===== config.mk =====
export PLATFORM = sky130hd
export DESIGN_NAME = axi_lite_master
export DESIGN_NICKNAME = d
export VERILOG_FILES = /design/src/rtl/axi_lite_master.sv
export SDC_FILE = /design/constraint.sdc
export NUM_CORES = 1
export LEC_CHECK = 0
export ABC_AREA = 1
export CORE_UTILIZATION = 40
export DETAILED_ROUTE_END_ITERATION = 16
export PLACE_DENSITY_LB_ADDON = 0.1
export SETUP_SLACK_MARGIN = 0.3
export SLEW_MARGIN = 20
export SYNTH_ARGS = -nofsm -noshare
export SYNTH_HDL_FRONTEND = slang
export SYNTH_SLANG_ARGS = --single-unit
export TNS_END_PERCENT = 100

===== constraint.sdc =====
create_clock -name aclk -period 1.73 [get_ports aclk]
set_clock_uncertainty 0.1 [all_clocks]
set_input_delay 0.346 -clock aclk [delete_from_list [all_inputs] [get_ports aclk]]
set_output_delay 0.346 -clock aclk [all_outputs]
set_load 0.01 [all_outputs]

===== src/rtl/axi_lite_master.sv =====
// Single-outstanding AXI4-Lite initiator: one local command becomes one AW/W/B write
// or AR/R read, and the outcome is returned on a held response interface.
`timescale 1ns/1ps
module axi_lite_master #(
  parameter int ADDR_WIDTH = 32,
  parameter int DATA_WIDTH = 32
) (
  input  logic                    aclk,
  input  logic                    aresetn,
  // Handshakes on every channel: a transfer happens on a rising edge where valid
  // and ready are both 1; a raised valid and its payload hold until that edge.
  input  logic                    cmd_valid,
  output logic                    cmd_ready,
  input  logic                    cmd_write,
  input  logic [ADDR_WIDTH-1:0]   cmd_addr,
  input  logic [DATA_WIDTH-1:0]   cmd_wdata,
  input  logic [DATA_WIDTH/8-1:0] cmd_wstrb,
  output logic                    rsp_valid,
  input  logic                    rsp_ready,
  output logic                    rsp_write,
  output logic [DATA_WIDTH-1:0]   rsp_rdata,
  output logic [1:0]              rsp_resp,
  output logic [ADDR_WIDTH-1:0]   awaddr,
  output logic                    awvalid,
  input  logic                    awready,
  output logic [DATA_WIDTH-1:0]   wdata,
  output logic [DATA_WIDTH/8-1:0] wstrb,
  output logic                    wvalid,
  input  logic                    wready,
  input  logic [1:0]              bresp,
  input  logic                    bvalid,
  output logic                    bready,
  output logic [ADDR_WIDTH-1:0]   araddr,
  output logic                    arvalid,
  input  logic                    arready,
  input  logic [DATA_WIDTH-1:0]   rdata,
  input  logic [1:0]              rresp,
  input  logic                    rvalid,
  output logic                    rready,
  output logic [2:0]              dbg_state
);

  typedef enum logic [2:0] {
    IDLE         = 3'd0,
    WR_ADDR_DATA = 3'd1,
    WR_RESP      = 3'd2,
    RD_ADDR      = 3'd3,
    RD_DATA      = 3'd4,
    RSP          = 3'd5
  } state_t;

  state_t                  state, state_n;
  logic                    cmd_ready_n, rsp_valid_n, rsp_write_n;
  logic                    awvalid_n, wvalid_n, arvalid_n, bready_n, rready_n;
  logic [ADDR_WIDTH-1:0]   awaddr_n, araddr_n;
  logic [DATA_WIDTH-1:0]   wdata_n, rsp_rdata_n;
  logic [DATA_WIDTH/8-1:0] wstrb_n;
  logic [1:0]              rsp_resp_n;

  assign dbg_state = state;

  always_comb begin
    state_n     = state;
    cmd_ready_n = cmd_ready;
    rsp_valid_n = rsp_valid;
    rsp_write_n = rsp_write;
    rsp_rdata_n = rsp_rdata;
    rsp_resp_n  = rsp_resp;
    awaddr_n    = awaddr;
    awvalid_n   = awvalid;
    wdata_n     = wdata;
    wstrb_n     = wstrb;
    wvalid_n    = wvalid;
    araddr_n    = araddr;
    arvalid_n   = arvalid;
    bready_n    = bready;
    rready_n    = rready;

    case (state)
      IDLE: begin
        if (cmd_valid && cmd_ready) begin
          if (cmd_write) begin
            awaddr_n  = cmd_addr;
            wdata_n   = cmd_wdata;
            wstrb_n   = cmd_wstrb;
            awvalid_n = 1'b1;
            wvalid_n  = 1'b1;
            state_n   = WR_ADDR_DATA;
          end else begin
            araddr_n  = cmd_addr;
            arvalid_n = 1'b1;
            state_n   = RD_ADDR;
          end
        end
      end
      WR_ADDR_DATA: begin
        // A low awvalid/wvalid here means that channel has already completed.
        if (awvalid && awready) awvalid_n = 1'b0;
        if (wvalid && wready)   wvalid_n  = 1'b0;
        if (!awvalid_n && !wvalid_n) state_n = WR_RESP;
      end
      WR_RESP: begin
        if (bvalid && bready) begin
          rsp_resp_n  = bresp;
          rsp_rdata_n = '0;
          rsp_write_n = 1'b1;
          state_n     = RSP;
        end
      end
      RD_ADDR: begin
        if (arvalid && arready) begin
          arvalid_n = 1'b0;
          state_n   = RD_DATA;
        end
      end
      RD_DATA: begin
        if (rvalid && rready) begin
          rsp_resp_n  = rresp;
          rsp_rdata_n = rdata;
          rsp_write_n = 1'b0;
          state_n     = RSP;
        end
      end
      RSP: begin
        if (rsp_valid && rsp_ready) state_n = IDLE;
      end
      default: state_n = IDLE;
    endcase

    // Readies and the response valid follow the state being entered, so they are flops.
    cmd_ready_n = (state_n == IDLE);
    bready_n    = (state_n == WR_RESP);
    rready_n    = (state_n == RD_DATA);
    rsp_valid_n = (state_n == RSP);
  end

  always_ff @(posedge aclk) begin
    if (!aresetn) begin
      state     <= IDLE;
      cmd_ready <= 1'b0;
      rsp_valid <= 1'b0;
      rsp_write <= 1'b0;
      rsp_rdata <= '0;
      rsp_resp  <= '0;
      awaddr    <= '0;
      awvalid   <= 1'b0;
      wdata     <= '0;
      wstrb     <= '0;
      wvalid    <= 1'b0;
      araddr    <= '0;
      arvalid   <= 1'b0;
      bready    <= 1'b0;
      rready    <= 1'b0;
    end else begin
      state     <= state_n;
      cmd_ready <= cmd_ready_n;
      rsp_valid <= rsp_valid_n;
      rsp_write <= rsp_write_n;
      rsp_rdata <= rsp_rdata_n;
      rsp_resp  <= rsp_resp_n;
      awaddr    <= awaddr_n;
      awvalid   <= awvalid_n;
      wdata     <= wdata_n;
      wstrb     <= wstrb_n;
      wvalid    <= wvalid_n;
      araddr    <= araddr_n;
      arvalid   <= arvalid_n;
      bready    <= bready_n;
      rready    <= rready_n;
    end
  end

endmodule


Yosys cells after proc, flatten, opt, wreduce, memory -nomap -nowiden:

Cells that the tools add are included.

* register bits after elaboration: 145
* latch bits: 0
* memory bits (writable): 0
* memory bits (read-only): 0
* input bits: 114
* output and inout port bits: 145
* memories kept: 0

* add/subtract/negate cells: 0
* $mul: 0
* div/mod/pow operators: 0
* $lt $le $gt $ge: 0
* equal/unequal tests: 14
* shifts and indexed selects: 0
* multiplexer cells: 29
* bitwise gates (word level): 1
* reduce and logical (&&, ||, !) cells: 20

Operators by type and width (number)
* $mux 32: 2
* $pmux 32 s2: 1
* $mux 3: 6
* $pmux 3 s6: 1
* $eq 3x3->1 const B: 4
* $ne 2x2->1 const B: 6
* $reduce_and 3->1: 4
* $mux 1: 11
* $eq 3x2->1 const B: 3
* $logic_and 1x1->1: 8
* $pmux 1 s2: 4
* $logic_not 3->1: 2
* $mux 2: 3
* $reduce_bool 2->1: 3
* $pmux 2 s2: 1
* $reduce_and 4->1: 1
* $eq 3x1->1 const B: 1
* $logic_not 1->1: 2
* $not 1->1: 1

Logic depth before layout (Yosys ltp):

Gate-level depths: netlist of run 1.

* depth in word-level cells: 8
* gate-level depth with buffers: 10
* mapped depth without buffers: 9

Worst setup path before layout of run 1:

Ideal clock, no wire load.

* path type: reg-to-reg
* start: register state[1] (netlist: dbg_state[1])
* end: register wdata[21]
* library setup time: 113 ps
* data arrival time: 1230 ps
* setup slack: 287 ps
* cell stages (with the launch flop): 11
* period minus slack after synthesis: 1443 ps
* cells stage by stage: dfxtp_1 -> inv_2 -> nand2_2 -> nor2_4 -> inv_2 -> nor2_4 -> inv_4 -> buf_6 -> buf_6 -> nor2_2 -> nor2_1

* longest elaborated chain between the ends: 2

RTL lines
* start, declared: RTL line 52 `state_t state, state_n;`
* start signal, assigned: RTL line 155 `state <= state_n;`
* $logic_not 3->1: RTL line 79 `case (state)`
* $reduce_and 3->1 (no line)
* end signal, assigned: RTL line 163 `wdata <= wdata_n;`
* end, declared: RTL line 26 `output logic [DATA_WIDTH-1:0] wdata,`

No other way between the ends.
A chain may end at the register's enable or synchronous reset.

Worst setup path after layout of run 1:

* start: register state[1] (netlist: dbg_state[1])
* end: register awaddr[23]

* longest elaborated chain between the ends: 2

RTL lines
* $logic_not 3->1: RTL line 79
* $reduce_and 3->1 (no line)
* end signal, assigned: RTL line 161 `awaddr <= awaddr_n;`
* end, declared: RTL line 23 `output logic [ADDR_WIDTH-1:0] awaddr,`

No other way between the ends.

==> results of run 1 <==
[cell usage after synthesis, types with 2 or more instances]
library cell	n
buf_4	2
nand3_1	5
clkbuf_2	2
a21oi_1	37
buf_6	6
nand3_2	2
clkbuf_1	15
inv_2	4
buf_2	17
buf_1	2
dfxtp_1	145
nor2_1	241
nand2_2	2
nand2_1	34
nor2_4	2
o21ai_1	13
o21ai_0	125
nor2_2	10
inv_1	16
[path summary, 6_finish.rpt]
check	startpoint	end	slack, ns
setup / recovery	dbg_state[1]	awaddr[23]	0.22
hold / removal	aresetn	araddr[4]	0.19
setup reg to reg	dbg_state[1]	awaddr[23]	0.22
hold reg to reg	araddr[27]	araddr[27]	0.37
[per-layer routing]
| layer | routed length [um] | up-vias | track usage (%) | part of all wire [%] |
|---|---|---|---|---|
| met5 | 0 | - | 0 | 0 |
| met4 | 357 | 0 | 10.0 | 2.1 |
| met3 | 1020 | 24 | 6.80 | 6.1 |
| met2 | 8530 | 206 | 39.6 | 51 |
| met1 | 6980 | 2518 | 26.6 | 41 |
| li1 | - | 2734 | - | - |
[cells in the final DEF, fill, tap and decap left out, drive strengths merged]
cell and n:
clkinv 4, dfxtp 145, a21oi 37, buf 170, nand2 36, clkdlybuf4s50 112
nor2 253, nand3 7, clkbuf 30, clkdlybuf4s15 3, o21ai 138, inv 22
o211ai 1, bufinv 2
[final cells by class]
class | instances | area, sq um | share of cell area, %
timing repair buffer | 291 | 2390 | 28.7
tap | 172 | 215 | 2.58
multi-input combinational | 472 | 2130 | 25.5
sequential | 145 | 2950 | 35.3
clock inverter | 6 | 80.1 | 0.959
inverter | 22 | 92.6 | 1.11
clock buffer | 24 | 492 | 5.89
[state kept, by name, summed over array words and instances (netlist names), 2 cells and up]
signal / count
awaddr: 32
wdata: 32
araddr: 32
rsp_rdata: 32
rsp_resp: 2
dbg_state: 3
wstrb: 4
[per-stage QoR]
step | power, mW | cell area [sq um] | util [%] | worst slack (ns) | TNS, ns
after floorplan | 4.80 | 5290 | - | 0.313 | 0
after global placement | 5.94 | 8080 | 63.3 | -0.141 | -9.46
after detailed placement | 5.99 | 8080 | 63.3 | -0.204 | -14.62
after CTS | 9.37 | 8410 | 65.9 | 0.236 | 0
after global routing | 9.81 | 8350 | 65.4 | 0.128 | 0
final | 9.40 | 8350 | 65.4 | 0.216 | 0
[worst max-delay path: stages (launching register included)]
cell and delay, ns:
dfxtp_4 0.36, inv_2 0.07, nand2_4 0.06, nor2_4 0.12
inv_2 0.06, nor2_4 0.14, buf_8 0.17, clkbuf_16 0.16
o21ai_0 0.07, nor2_1 0.13
[repair_timing]
| action | in CTS | in global routing |
|---|---|---|
| pin swaps | 1 | 3 |
| setup endpoints to repair | 266 | 202 |
| setup buffers | 2 | 3 |
| gates resized for setup | 550 | 107 |
| cloned | 1 | 7 |
[cell families after synthesis]
| group | after synthesis |
|---|---|
| simple gates | 296 |
| compound gates | 176 |
| flops | 145 |
| buf+inv | 66 |
[power groups by stage]
stage | clock network, mW | logic (mW) | registers, mW
floorplan | 0 | 0.703 | 4.09
global placement | 0 | 2.00 | 3.95
detailed placement | 0 | 2.03 | 3.96
CTS | 3.61 | 1.86 | 3.90
global route | 3.75 | 2.12 | 3.94
finish | 3.55 | 1.95 | 3.90
==> results.json, run 1 <==
{
  "outcome": "finished clean",
  "synth-compound-area-share_pct": 16.7,
  "ys_types": 22,
  "port_buffers": 258,
  "die_area_sq_um": 13700,
  "synth-seq-cells": 145,
  "crit_fanout": 8,
  "numCtsBuffers": 17,
  "slew_viol_final": 0,
  "cts.sinks": 145,
  "wl_mm": 16.9,
  "p_sw_mw": 2.51,
  "tightest_slew_ns": 0.249,
  "grt_util_all_layers_pct": 23.0,
  "vias_per_cell": 4.84,
  "yosys-top-cells-area": "dfxtp_1 55%, nor2_1 17%, o21ai_0 12%, a21oi_1 3.5%, nand2_1 2.4%",
  "first_pass_iters": 5,
  "final_layout_size_suffix_gt1_share_pct": 28.6,
  "grt_max_degree": 58,
  "pin_count": 259,
  "synth_fp_nets": 797,
  "grt_pass1_vias": 5017,
  "ys_seq_area_share_pct": 54.9,
  "max_freq_mhz": 661,
  "stdcell_count": 1132,
  "start_util_pct": 41.4,
  "cts.clk_slew.worst_paths_ns": 0.06,
  "rsz0062_at_grt": "yes",
  "ant_nets": 0,
  "die_h_um": 117,
  "vdd_drop_max_mv": 0.667,
  "synthFlopType": "dfxtp_1",
  "cts_max_level": 4,
  "yosys_warnings": 0,
  "synth-edff-count": 0,
  "hold_buffers": 0,
  "syn_inst": 683,
  "clock_power_share_pct": 37.7,
  "nNetsFinal": 1063,
  "synth-xor-area-share_pct": 0,
  "vias": 5482,
  "setup_viol": 0,
  "core_region_area_sq_um": 12800,
  "synthToLayoutAreaGrowth_pct": 58.0,
  "hold_depth": 3,
  "clockBufferDepth": 2,
  "whs_ns": 0.194,
  "combPwrFrac_pct": 20.7,
  "antennaDiodeCount": 0,
  "synthesis.area_sq_um": 5290,
  "synthAdderAreaFrac_pct": 0,
  "synth_area_per_cell_sq_um": 7.74,
  "drc": 0,
  "yosys.area_share.simple_pct": 22.2,
  "dp_cells": 1089,
  "path_class": "reg2reg",
  "cap_viol_max_count": 0,
  "synth_top_family_by_area": "simple AND/OR/NAND/NOR gates",
  "synthArstFlopShare_pct": 0,
  "n_fill_cell": 1122,
  "worstPathArrival_ns": 1.75,
  "start_kind": "flip-flop",
  "post-route-min-period_ns": 1.51,
  "grt_pass1_wl_mm": 24.1,
  "min_path_type": "in2reg",
  "grt-ovfl-total": 0,
  "rr_worst_depth": 9,
  "powerDensity_nw_per_um2": 1130,
  "worstSetupEndpointType": "flip-flop",
  "synthMuxAreaShare_pct": 0,
  "wl_per_cell_um": 14.9,
  "p_int_mw": 6.88,
  "cp_data_required_time_ns": 1.97,
  "power.share.switching_pct": 26.8,
  "cts_tree": "done",
  "antenna_found_initial": 0,
  "hold_viol_final": 0,
  "rows": 41,
  "fp.dieW_um": 117,
  "synth_top_area_share_pct": 54.9,
  "cts_root_buf": "clkbuf_16",
  "gp_congestion": 0.829,
  "slew-limit-headroom_pct": 83.2,
  "leakage_nw": 4.03,
  "post-synth-top-area-cell": "dfxtp_1",
  "hpwl_mm": 11.1,
  "drt_iter0_markers": 395,
  "clk_latency_ns": 0.41,
  "post-route-period-util_pct": 87.5,
  "seq_power_share_pct": 41.6
}
Power figures use the tool's default switching activity.
==> run 2: changes to the inputs <==
--- a/config.mk
+++ b/config.mk
@@ -5,8 +5,8 @@
 export SDC_FILE = /design/constraint.sdc
 export NUM_CORES = 1
 export LEC_CHECK = 0
-export ABC_AREA = 1
-export CORE_UTILIZATION = 40
+export CAP_MARGIN = 20
+export CORE_UTILIZATION = 42
 export DETAILED_ROUTE_END_ITERATION = 16
 export PLACE_DENSITY_LB_ADDON = 0.1
 export SETUP_SLACK_MARGIN = 0.3
==> run 2 against run 1 <==
  * Via count increased by 1.9%
  * Clock power increased by 1%
  * Sequential share of layout area decreased by 4.0 points
  * Non-clock buffer count increased by 19
  * Count of clock-buffer cells in the layout increased by 3
  * Largest cell class unchanged
  * Highest routed layer unchanged
==> results.json, run 2 <==
{
  "antenna_found_initial": 0,
  "report.power.total_mw": 8.75,
  "rows": 42,
  "slew-limit-headroom_pct": 79.6,
  "hpwl_mm": 11.8,
  "post-synth-top-area-cell": "dfxtp_1",
  "cp_data_required_time_ns": 1.96,
  "cpMaxStageDelayCell": "dfxtp_4",
  "gp_congestion": 0.802,
  "final_common_cell": "nand2_1",
  "ys_seq_area_share_pct": 50.9,
  "path_delay_family": "simple AND/OR/NAND/NOR gates",
  "post-route-min-period_ns": 1.64,
  "first_pass_iters": 7,
  "synthesis.area_sq_um": 5700,
  "synthAdderAreaFrac_pct": 0,
  "nNetsFinal": 1038,
  "synth.top_cells.by_count": "242 x nand2_1, 145 x dfxtp_1, 107 x a21boi_0",
  "setup_viol": 0,
  "drc": 0,
  "clk_latency_ns": 0.41,
  "cap_viol_max_count": 0,
  "antennaDiodeCount": 0,
  "syn_inst": 643,
  "ys_types": 36,
  "slowest_delay_ns": 0.37,
  "outcome": "finished clean",
  "vias": 5588,
  "rr_worst_depth": 6,
  "fp.dieW_um": 118,
  "crit_buf_inv": 2,
  "rsz0062_at_grt": "yes",
  "grt-ovfl-total": 0,
  "min_path_type": "in2reg",
  "yosysMostFrequentCell": "nand2_1",
  "synth_top_area_share_pct": 50.9,
  "grt_max_degree": 62,
  "vias_per_cell": 5.02,
  "start_kind": "flip-flop",
  "cts.sinks": 145,
  "finalSetupTns_ns": 0,
  "synthMuxAreaShare_pct": 0.351,
  "synthFlopType": "dfxtp_1",
  "synth_top_family_by_area": "simple AND/OR/NAND/NOR gates",
  "yosys.area_share.simple_pct": 22.8,
  "yosys-top-cells-area": "dfxtp_1 51%, nand2_1 16%, a21boi_0 14%, a21boi_2 2.6%, nand3_1 2.3%",
  "synthArstFlopShare_pct": 0,
  "cp_cell_sequence": "and2b_2 > and4_4 > buf_8 > clkbuf_16 > nand2_4 > a21boi_1",
  "hold_depth": 2,
  "grt_util_all_layers_pct": 24.6,
  "final_layout_size_suffix_gt1_share_pct": 38.2,
  "port_buffers": 258,
  "layout_common_cells": "207 x nand2_1, 115 x dfxtp_1, 112 x clkdlybuf4s50_1",
  "synth_area_per_cell_sq_um": 8.86,
  "hold_viol_final": 0,
  "grt_pass1_wl_mm": 27.2,
  "synthToLayoutAreaGrowth_pct": 65.7,
  "post-route-period-util_pct": 94.6,
  "drt_iter0_markers": 267,
  "grt_pass1_vias": 5414,
  "hold_buffers": 0,
  "max_freq_mhz": 611,
  "synth-xor-area-share_pct": 0,
  "numCtsBuffers": 17,
  "cts.clk_slew.worst_paths_ns": 0.06,
  "slew_viol_final": 0,
  "crit_fanout": 7,
  "cts_root_buf": "clkbuf_16",
  "pin_count": 259,
  "start_util_pct": 43.0,
  "clockBufferDepth": 2,
  "synth-compound-area-share_pct": 20.4,
  "die_area_sq_um": 14000,
  "core_region_area_sq_um": 13200,
  "wl_per_cell_um": 16.7,
  "vdd_drop_max_mv": 0.593,
  "leakage_nw": 3.88,
  "yosys_warnings": 0,
  "cts_tree": "done",
  "die_h_um": 118,
  "tightest_slew_ns": 0.306,
  "path_class": "reg2reg",
  "ant_nets": 0,
  "worstPathArrival_ns": 1.86,
  "synth_fp_nets": 757,
  "cp.depth": 6,
  "powerDensity_nw_per_um2": 926,
  "cts_max_level": 4,
  "worstSetupEndpointType": "flip-flop",
  "wl_mm": 18.6,
  "synth-seq-cells": 145,
  "synth-edff-count": 0
}
run 2: cell families after synthesis:
kind of cell,count (synthesis)
and+or+nand+nor,301
AOI/OAI and AO/OA,146
buffers and inverters,49
DFF,145
muxes,2
run 2: area by class of cell:
class	count	area, sq um
fill	1036	3800
multi-input combinational	449	2870
timing repair buffer	310	2820
tap	176	220
clock buffer	27	503
inverter	1	3.75
clock inverter	5	75.1
sequential	145	2950
run 2: worst paths after layout:
check	end	from	slack [ns]
hold / removal	araddr[22]	aresetn	0.23
hold reg to reg	awaddr[19]	awaddr[19]	0.35
setup / recovery	awaddr[4]	dbg_state[1]	0.09
setup reg to reg	awaddr[4]	dbg_state[1]	0.09
run 2: timing repair:
action,in CTS,in global routing
endpoints found under the setup margin,288,219
gates resized for setup,574,223
buffers inserted,10,3
pin swaps,20,78
cloned,7,8
run 2: power by group:
| part | total (mW) | internal (mW) | switching (mW) |
|---|---|---|---|
| clock network | 3.59 | 2.27 | 1.31 |
| logic | 1.56 | 0.825 | 0.731 |
| registers | 3.61 | 3.51 | 0.0988 |
| total | 8.75 | 6.61 | 2.14 |
run 2: metrics by stage:
stage	util, %	hold slack, ns	worst slack [ns]	cell area (sq um)	std cells
final	71.3	0.231	0.0932	9440	1113
after global routing	71.3	0.228	0.0630	9440	1113
after CTS	69.2	0.213	0.171	9170	1102
after detailed placement	63.9	0.342	-0.177	8460	1053
after global placement	63.9	0.338	-0.104	8460	1053
after floorplan	-	0.375	0.168	5760	643
run 2: worst reg2reg max path, stage by stage (launching register included):
cell	delay, ns
dfxtp_4	0.37
and2b_2	0.26
and4_4	0.29
buf_8	0.16
clkbuf_16	0.17
nand2_4	0.04
a21boi_1	0.18
run 2: metal layers:
metal  track usage [%]  vias up  wire length, um
met3              7.24       24             1210
li1                  -     2693                -
met2              43.8      193             9590
met1              27.5     2678             7420
met4              9.73        0              357
met5                 0        -                0
